File: config.mk
export PLATFORM = sky130hd
export DESIGN_NAME = multicycle_controller
export DESIGN_NICKNAME = d
export VERILOG_FILES = /design/src/rtl/riscv_ctrl_pkg.sv /design/src/rtl/mc_alu_decoder.sv /design/src/rtl/multicycle_controller.sv
export SDC_FILE = /design/constraint.sdc
export NUM_CORES = 1
export LEC_CHECK = 0
export ABC_AREA = 0
export BUFFER_PORTS_ARGS = -buffer_cell sky130_fd_sc_hd__buf_2
export CAP_MARGIN = 30
export CORE_UTILIZATION = 30
export CTS_CLUSTER_SIZE = 16
export DETAILED_ROUTE_END_ITERATION = 8
export PLACE_DENSITY_LB_ADDON = 0.15
export SYNTH_ARGS = -nofsm -noshare
export SYNTH_HDL_FRONTEND = slang
export SYNTH_HIERARCHICAL = 1
export SYNTH_SLANG_ARGS = --single-unit
File: constraint.sdc
create_clock -name clk -period 3 [get_ports clk]
set_clock_uncertainty 0.15 [all_clocks]
set_input_delay 0.15 -clock clk [delete_from_list [all_inputs] [get_ports clk]]
set_output_delay 0.15 -clock clk [all_outputs]
set_load 0.1 [all_outputs]
File: src/rtl/riscv_ctrl_pkg.sv
// rtl/riscv_ctrl_pkg.sv - shared encodings for the multicycle RV32I control unit
//
// Purpose: FSM state enum, opcode constants and the select/operation codes
// driven by multicycle_controller and mc_alu_decoder.
// Ports: none (package).
// Build option: ILLEGAL_TRAP_EN adds the ST_TRAP state.
package riscv_ctrl_pkg;

  typedef enum logic [3:0] {
    ST_FETCH    = 4'd0,
    ST_DECODE   = 4'd1,
    ST_MEMADR   = 4'd2,
    ST_MEMREAD  = 4'd3,
    ST_MEMWB    = 4'd4,
    ST_MEMWRITE = 4'd5,
    ST_EXECR    = 4'd6,
    ST_EXECI    = 4'd7,
    ST_ALUWB    = 4'd8,
    ST_BRANCH   = 4'd9,
    ST_JAL      = 4'd10,
    ST_JALR     = 4'd11,
    ST_LUI      = 4'd12
`ifdef ILLEGAL_TRAP_EN
    ,
    ST_TRAP     = 4'd13
`endif
  } state_t;

  // Opcodes (instr[6:0])
  localparam logic [6:0] OP_LOAD   = 7'b0000011;
  localparam logic [6:0] OP_STORE  = 7'b0100011;
  localparam logic [6:0] OP_R      = 7'b0110011;
  localparam logic [6:0] OP_I_ALU  = 7'b0010011;
  localparam logic [6:0] OP_BRANCH = 7'b1100011;
  localparam logic [6:0] OP_JAL    = 7'b1101111;
  localparam logic [6:0] OP_JALR   = 7'b1100111;
  localparam logic [6:0] OP_LUI    = 7'b0110111;
  localparam logic [6:0] OP_AUIPC  = 7'b0010111;

  // ALUOp
  localparam logic [1:0] ALUOP_ADD   = 2'b00;
  localparam logic [1:0] ALUOP_SUB   = 2'b01;
  localparam logic [1:0] ALUOP_FUNCT = 2'b10;

  // ALUControl (base 4-bit code, zero-extended to ALU_CTRL_W)
  localparam logic [3:0] ALU_ADD  = 4'd0;
  localparam logic [3:0] ALU_SUB  = 4'd1;
  localparam logic [3:0] ALU_AND  = 4'd2;
  localparam logic [3:0] ALU_OR   = 4'd3;
  localparam logic [3:0] ALU_XOR  = 4'd4;
  localparam logic [3:0] ALU_SLT  = 4'd5;
  localparam logic [3:0] ALU_SLTU = 4'd6;
  localparam logic [3:0] ALU_SLL  = 4'd7;
  localparam logic [3:0] ALU_SRL  = 4'd8;
  localparam logic [3:0] ALU_SRA  = 4'd9;

  // ImmSrc (base 3-bit code, zero-extended to IMM_SRC_W)
  localparam logic [2:0] IMM_I = 3'b000;
  localparam logic [2:0] IMM_S = 3'b001;
  localparam logic [2:0] IMM_B = 3'b010;
  localparam logic [2:0] IMM_J = 3'b011;
  localparam logic [2:0] IMM_U = 3'b100;

  // ResultSrc
  localparam logic [1:0] RES_ALUOUT    = 2'b00;
  localparam logic [1:0] RES_DATA      = 2'b01;
  localparam logic [1:0] RES_ALURESULT = 2'b10;
  localparam logic [1:0] RES_IMMEXT    = 2'b11;

  // ALUSrcA
  localparam logic [1:0] SRCA_PC    = 2'b00;
  localparam logic [1:0] SRCA_OLDPC = 2'b01;
  localparam logic [1:0] SRCA_RD1   = 2'b10;

  // ALUSrcB
  localparam logic [1:0] SRCB_RD2    = 2'b00;
  localparam logic [1:0] SRCB_IMMEXT = 2'b01;
  localparam logic [1:0] SRCB_FOUR   = 2'b10;

  // Immediate format is a pure function of the opcode so the extender can
  // be steered in every state, including FETCH/DECODE.
  function automatic logic [2:0] imm_src_of(input logic [6:0] op);
    case (op)
      OP_STORE:           return IMM_S;
      OP_BRANCH:          return IMM_B;
      OP_JAL:             return IMM_J;
      OP_LUI, OP_AUIPC:   return IMM_U;
      default:            return IMM_I;
    endcase
  endfunction

endpackage

File: src/rtl/mc_alu_decoder.sv
// rtl/mc_alu_decoder.sv - ALUOp/funct decode to ALUControl
//
// Purpose: combinational ALU operation decode for the multicycle controller.
// Ports:
//   op5         in   opcode bit 5 (1 = register-register form)
//   funct3      in   instruction funct3
//   funct7b5    in   instruction bit 30
//   alu_op      in   00 add, 01 sub, 10 decode funct3
//   alu_control out  ALU operation code, upper bits zero
module mc_alu_decoder
  import riscv_ctrl_pkg::*;
#(
  parameter int ALU_CTRL_W = 4
) (
  input  logic                  op5,
  input  logic [2:0]            funct3,
  input  logic                  funct7b5,
  input  logic [1:0]            alu_op,
  output logic [ALU_CTRL_W-1:0] alu_control
);

  logic [3:0] w_code;

  always_comb begin
    w_code = ALU_ADD;
    case (alu_op)
      ALUOP_ADD: w_code = ALU_ADD;
      ALUOP_SUB: w_code = ALU_SUB;
      ALUOP_FUNCT: begin
        case (funct3)
          // addi has bit 30 as part of its immediate, so only the R form subtracts
          3'b000:  w_code = (op5 & funct7b5) ? ALU_SUB : ALU_ADD;
          3'b001:  w_code = ALU_SLL;
          3'b010:  w_code = ALU_SLT;
          3'b011:  w_code = ALU_SLTU;
          3'b100:  w_code = ALU_XOR;
          3'b101:  w_code = funct7b5 ? ALU_SRA : ALU_SRL;
          3'b110:  w_code = ALU_OR;
          default: w_code = ALU_AND;
        endcase
      end
      default: w_code = ALU_ADD;
    endcase
  end

  assign alu_control = ALU_CTRL_W'(w_code);

endmodule

File: src/rtl/multicycle_controller.sv
// rtl/multicycle_controller.sv - multicycle RV32I control FSM
//
// Purpose: Moore FSM sequencing fetch/decode/execute/memory/writeback over a
// shared ALU and single memory port, with a memory ready handshake.
// Build option: ILLEGAL_TRAP_EN - unknown opcodes enter a sticky TRAP state
// and raise illegal_instr; otherwise they are retired as NOPs.
// Ports:
//   clk, reset                      clock, synchronous active-high reset
//   op, funct3, funct7b5            instruction fields from IR
//   Zero, Negative, Carry, Overflow ALU flags of the current cycle
//   mem_ready                       memory completed the requested access
//   mem_req, MemWrite, AdrSrc       memory request, store strobe, address select
//   IRWrite, PCWrite, RegWrite      IR/OldPC load, PC load, register write
//   ResultSrc, ALUSrcA, ALUSrcB     datapath mux selects
//   ImmSrc, ALUControl              immediate format, ALU operation
//   illegal_instr                   sticky illegal-opcode flag
module multicycle_controller
  import riscv_ctrl_pkg::*;
#(
  parameter int ALU_CTRL_W = 4,
  parameter int IMM_SRC_W  = 3
) (
  input  logic                  clk,
  input  logic                  reset,
  input  logic [6:0]            op,
  input  logic [2:0]            funct3,
  input  logic                  funct7b5,
  input  logic                  Zero,
  input  logic                  Negative,
  input  logic                  Carry,
  input  logic                  Overflow,
  input  logic                  mem_ready,
  output logic                  mem_req,
  output logic                  MemWrite,
  output logic                  AdrSrc,
  output logic                  IRWrite,
  output logic                  PCWrite,
  output logic                  RegWrite,
  output logic [1:0]            ResultSrc,
  output logic [1:0]            ALUSrcA,
  output logic [1:0]            ALUSrcB,
  output logic [IMM_SRC_W-1:0]  ImmSrc,
  output logic [ALU_CTRL_W-1:0] ALUControl,
  output logic                  illegal_instr
);

  state_t     r_state;
  state_t     w_next;
  logic [1:0] w_alu_op;
  logic       w_taken;

  // State register
  always_ff @(posedge clk) begin
    if (reset) begin
      r_state <= ST_FETCH;
    end else begin
      r_state <= w_next;
    end
  end

  // Next-state logic
  always_comb begin
    w_next = r_state;
    case (r_state)
      ST_FETCH:    w_next = mem_ready ? ST_DECODE : ST_FETCH;
      ST_DECODE: begin
        case (op)
          OP_LOAD, OP_STORE: w_next = ST_MEMADR;
          OP_R:              w_next = ST_EXECR;
          OP_I_ALU:          w_next = ST_EXECI;
          OP_BRANCH:         w_next = ST_BRANCH;
          OP_JAL:            w_next = ST_JAL;
          OP_JALR:           w_next = ST_JALR;
          OP_LUI:            w_next = ST_LUI;
          OP_AUIPC:          w_next = ST_ALUWB;
`ifdef ILLEGAL_TRAP_EN
          default:           w_next = ST_TRAP;
`else
          default:           w_next = ST_FETCH;
`endif
        endcase
      end
      // IR is stable through MEMADR, so op still tells load from store
      ST_MEMADR:   w_next = (op == OP_STORE) ? ST_MEMWRITE : ST_MEMREAD;
      ST_MEMREAD:  w_next = mem_ready ? ST_MEMWB : ST_MEMREAD;
      ST_MEMWB:    w_next = ST_FETCH;
      ST_MEMWRITE: w_next = mem_ready ? ST_FETCH : ST_MEMWRITE;
      ST_EXECR:    w_next = ST_ALUWB;
      ST_EXECI:    w_next = ST_ALUWB;
      ST_ALUWB:    w_next = ST_FETCH;
      ST_BRANCH:   w_next = ST_FETCH;
      ST_JALR:     w_next = ST_JAL;
      ST_JAL:      w_next = ST_ALUWB;
      ST_LUI:      w_next = ST_FETCH;
`ifdef ILLEGAL_TRAP_EN
      ST_TRAP:     w_next = ST_TRAP;
`endif
      default:     w_next = ST_FETCH;
    endcase
  end

  // Branch condition; Carry=1 means no borrow, i.e. rs1 >= rs2 unsigned
  always_comb begin
    w_taken = 1'b0;
    case (funct3)
      3'b000:  w_taken = Zero;
      3'b001:  w_taken = ~Zero;
      3'b100:  w_taken = Negative ^ Overflow;
      3'b101:  w_taken = ~(Negative ^ Overflow);
      3'b110:  w_taken = ~Carry;
      3'b111:  w_taken = Carry;
      default: w_taken = 1'b0;
    endcase
  end

  // Output logic
  always_comb begin
    mem_req       = 1'b0;
    MemWrite      = 1'b0;
    AdrSrc        = 1'b0;
    IRWrite       = 1'b0;
    PCWrite       = 1'b0;
    RegWrite      = 1'b0;
    ResultSrc     = RES_ALUOUT;
    ALUSrcA       = SRCA_PC;
    ALUSrcB       = SRCB_RD2;
    w_alu_op      = ALUOP_ADD;
    illegal_instr = 1'b0;
    ImmSrc        = IMM_SRC_W'(imm_src_of(op));
    case (r_state)
      ST_FETCH: begin
        mem_req   = 1'b1;
        ALUSrcB   = SRCB_FOUR;
        ResultSrc = RES_ALURESULT;
        IRWrite   = mem_ready;
        PCWrite   = mem_ready;
      end
      ST_DECODE: begin
        ALUSrcA = SRCA_OLDPC;
        ALUSrcB = SRCB_IMMEXT;
      end
      ST_MEMADR, ST_JALR: begin
        ALUSrcA = SRCA_RD1;
        ALUSrcB = SRCB_IMMEXT;
      end
      ST_MEMREAD: begin
        mem_req = 1'b1;
        AdrSrc  = 1'b1;
      end
      ST_MEMWB: begin
        ResultSrc = RES_DATA;
        RegWrite  = 1'b1;
      end
      ST_MEMWRITE: begin
        mem_req  = 1'b1;
        MemWrite = 1'b1;
        AdrSrc   = 1'b1;
      end
      ST_EXECR: begin
        ALUSrcA  = SRCA_RD1;
        w_alu_op = ALUOP_FUNCT;
      end
      ST_EXECI: begin
        ALUSrcA  = SRCA_RD1;
        ALUSrcB  = SRCB_IMMEXT;
        w_alu_op = ALUOP_FUNCT;
      end
      ST_ALUWB: begin
        RegWrite = 1'b1;
      end
      ST_BRANCH: begin
        ALUSrcA  = SRCA_RD1;
        w_alu_op = ALUOP_SUB;
        PCWrite  = w_taken;
      end
      // ALUOut already holds the target; ALUResult = OldPC+4 becomes rd
      ST_JAL: begin
        ALUSrcA = SRCA_OLDPC;
        ALUSrcB = SRCB_FOUR;
        PCWrite = 1'b1;
      end
      ST_LUI: begin
        ResultSrc = RES_IMMEXT;
        RegWrite  = 1'b1;
      end
`ifdef ILLEGAL_TRAP_EN
      ST_TRAP: begin
        illegal_instr = 1'b1;
      end
`endif
      default: begin
        mem_req = 1'b0;
      end
    endcase

    // Reset overrides the state decode so an in-flight access is dropped
    // without a strobe; ALUOp add encodes to an all-zero ALUControl.
    if (reset) begin
      mem_req       = 1'b0;
      MemWrite      = 1'b0;
      AdrSrc        = 1'b0;
      IRWrite       = 1'b0;
      PCWrite       = 1'b0;
      RegWrite      = 1'b0;
      ResultSrc     = '0;
      ALUSrcA       = '0;
      ALUSrcB       = '0;
      ImmSrc        = '0;
      w_alu_op      = ALUOP_ADD;
      illegal_instr = 1'b0;
    end
  end

  mc_alu_decoder #(
    .ALU_CTRL_W (ALU_CTRL_W)
  ) u_alu_decoder (
    .op5         (op[5]),
    .funct3      (funct3),
    .funct7b5    (funct7b5),
    .alu_op      (w_alu_op),
    .alu_control (ALUControl)
  );

endmodule

==> impl_metrics.toml <==
[run_status]
status = "finished with violations"
violations = "DRC"

[sta]
fmax_mhz = 394
final-setup-viol-count = 0
whs_ns = 0.182
finalHoldViolCount = 0
rsz0062_at_grt = "false"
tns_ns = 0
post-route-period-util = 0.847
finalMaxSlewViolations = 0
layout_setup_ws_ns = 0.460
worstMarginPinSlew_ns = 0.498
fin_crit_ns = 2.54
maxSlewHeadroom = 0.664

[worst_setup_path]
cpMaxStageDelayCell = "buf_2"
path_cells = "nor2b_1, nand3_1, inv_1, inv_1, ha_1, nand2b_1, nor3_2, buf_2"
required_ns = 2.70
crit_fanout = 7
crit_type = "flip-flop to primary output"
cpPeakStageDelay_ns = 0.44
worstPathArrival_ns = 2.24
worst_path_most_repeated_cell = "inv_1"
start_kind = "flip-flop"
worstSetupEndpointType = "primary output"

[placement]
portBuffers = 36
gp_congestion = 0.756
preCtsSetupSlack_ns = 0.706
dp_hpwl_mm = 2.02

[synthesis]
syn_area_per_cell_um2 = 7.25
yosys_register_bits = 4
synthTopCellsByCount = "nor2_1, nor3_1, a21oi_1, nand2b_1, xnor2_1"
synth_top_family_by_area = "simple AND/OR/NAND/NOR gates"
netlist.area_leader.share = 0.0857
muxShareOfSynthArea = 0.0120
synth_ff_type = "dfxtp_1"
synth_cell_types = 51
async_flop_share = 0
synth_compound_area_frac = 0.222
yosysTopAreaCell = "dfxtp_1"
yosysWarnings = 6
synth_area_leaders = "dfxtp_1, buf_6, nand2b_1"
synth-simple-area-share = 0.450
synth_seq_area_share = 0.0857
synth_most_common_cell = "nor2_1"
synth-xor-area-share = 0.0750
syn_inst = 129
synthAdderAreaFrac = 0.0268
synth-edff-count = 0
syn-num-nets = 149
syn_area_um2 = 935

[detailed_routing]
drtIter0Drc = 50
vias_per_cell = 5.48
route.detailed.drc = 2
drtAntennaViolNets = 0
vias = 1057
firstDrtPassIters = 6
drt-wirelength-per-cell_um = 13.2
wl_mm = 2.55

[clocking]
root_buffer = "clkbuf_4"
cts-resized-gates = 0
cts.reportedPaths.clkPinSlew_ns = 0.04
clk_path_buf_depth = 2
clkSinkCount = 4
insertion_delay_ns = 0.24
cts_tree = "yes"
post_cts_buffers = 0
htree_levels = 1
cts_buffers = 3
hold_buffers = 0

[global_routing]
grt_overflow = 0
grt_pass1_vias = 1024
grt_usage = 0.161
grt_max_degree = 15
antenna_found_initial = 0
grt_pass1_wl_mm = 4.31

[floorplan]
dieArea_mm2 = 0.00334
row_count = 19
start_util = 0.328
dieWidth_um = 57.8
die_h_um = 57.8
core_mm2 = 0.00285
pin_count = 38

[power]
p_leak_nw = 0.493
power_density_mw_per_mm2 = 229
peakVddDrop_mv = 0.0786

[layout]
largest-register = "r_state"
finalNetCount = 184
final_util = 0.405
multi_input_area_um2 = 779
layout-drive-gt1-share = 0.395
fill_cells = 323
top_regs = "r_state: 4 flops"
largest_reg_flops = 4
area.growth.synth_to_final_pct = 23.7
antennaDiodeCount = 0
seq_area_um2 = 80.1

[worst_hold_path]
hp-class = "primary input to flip-flop"

[flow_run]
max-cap-violations = 0
[power breakdown]
group	internal, mW	switching (mW)	total (mW)
Sequential	0.0545	0.000793	0.0553
Combinational	0.0407	0.101	0.142
Clock	0.0448	0.0222	0.0670
Total	0.140	0.124	0.264
[per-layer routing]
layer / wire, µm / part of all wire / track usage
met2: 1180 / 0.46 / 0.279
met4: 54 / 0.021 / 0.0782
met5: 0 / 0 / 0
met1: 1230 / 0.48 / 0.202
met3: 94 / 0.037 / 0.0112
[cell families after synthesis]
family	Yosys count
and+or+nand+nor	70
AOI/OAI and AO/OA	27
buffers and inverters	16
xor gates and xnor gates	8
DFF	4
adders and majority gates	2
other	1
muxes	1
[through the flow]
| step | power, mW | cells | instance area (µm²) |
|---|---|---|---|
| after detailed placement | 0.198 | 190 | 1130 |
| after global placement | 0.196 | 190 | 1130 |
| after global routing | 0.282 | 193 | 1160 |
| final | 0.264 | 193 | 1160 |
| after floorplan | 0.169 | 129 | 976 |
| after CTS | 0.268 | 193 | 1160 |
[worst paths after layout]
check,startpoint,end,slack [ns],depth (start not counted)
worst max-delay path,r_state[1]$_SDFF_PP0_,ALUControl[3],0.46,8
worst min-delay path,op[0],r_state[3]$_SDFF_PP0_,0.18,4
worst max register to register,r_state[3]$_SDFF_PP0_,r_state[1]$_SDFF_PP0_,1.41,5
worst min register to register,r_state[1]$_SDFF_PP0_,r_state[3]$_SDFF_PP0_,0.39,2
[layout by cell type, fill, tap and decap left out, types with 3 or more instances in the layout]
master    instances
a21oi_1           8
a31oi_1           3
nor3_1            6
nor3_2            5
nor2_1           13
dfxtp_1           4
nor2b_1           4
xnor2_1           6
inv_1             5
nand2_1           5
and3_1            3
clkbuf_4          3
buf_2            36
nand2b_1          9
buf_4             4
[critical path: cells and delay by family (launching register included)]
family | cells | cell delay [ns]
adders and majority gates | 1 | 0.31
DFF | 1 | 0.35
buffers and inverters | 3 | 0.59
and+or+nand+nor | 4 | 0.76
[final cells by class]
class,count,share of cell area
multi-input cells,109,0.674
repair buffers,40,0.182
clock buffers,3,0.0195
flip-flops and latches,4,0.0693
well taps,31,0.0335
inverters,6,0.0216
No activity file was read; power rests on OpenSTA's default activity.
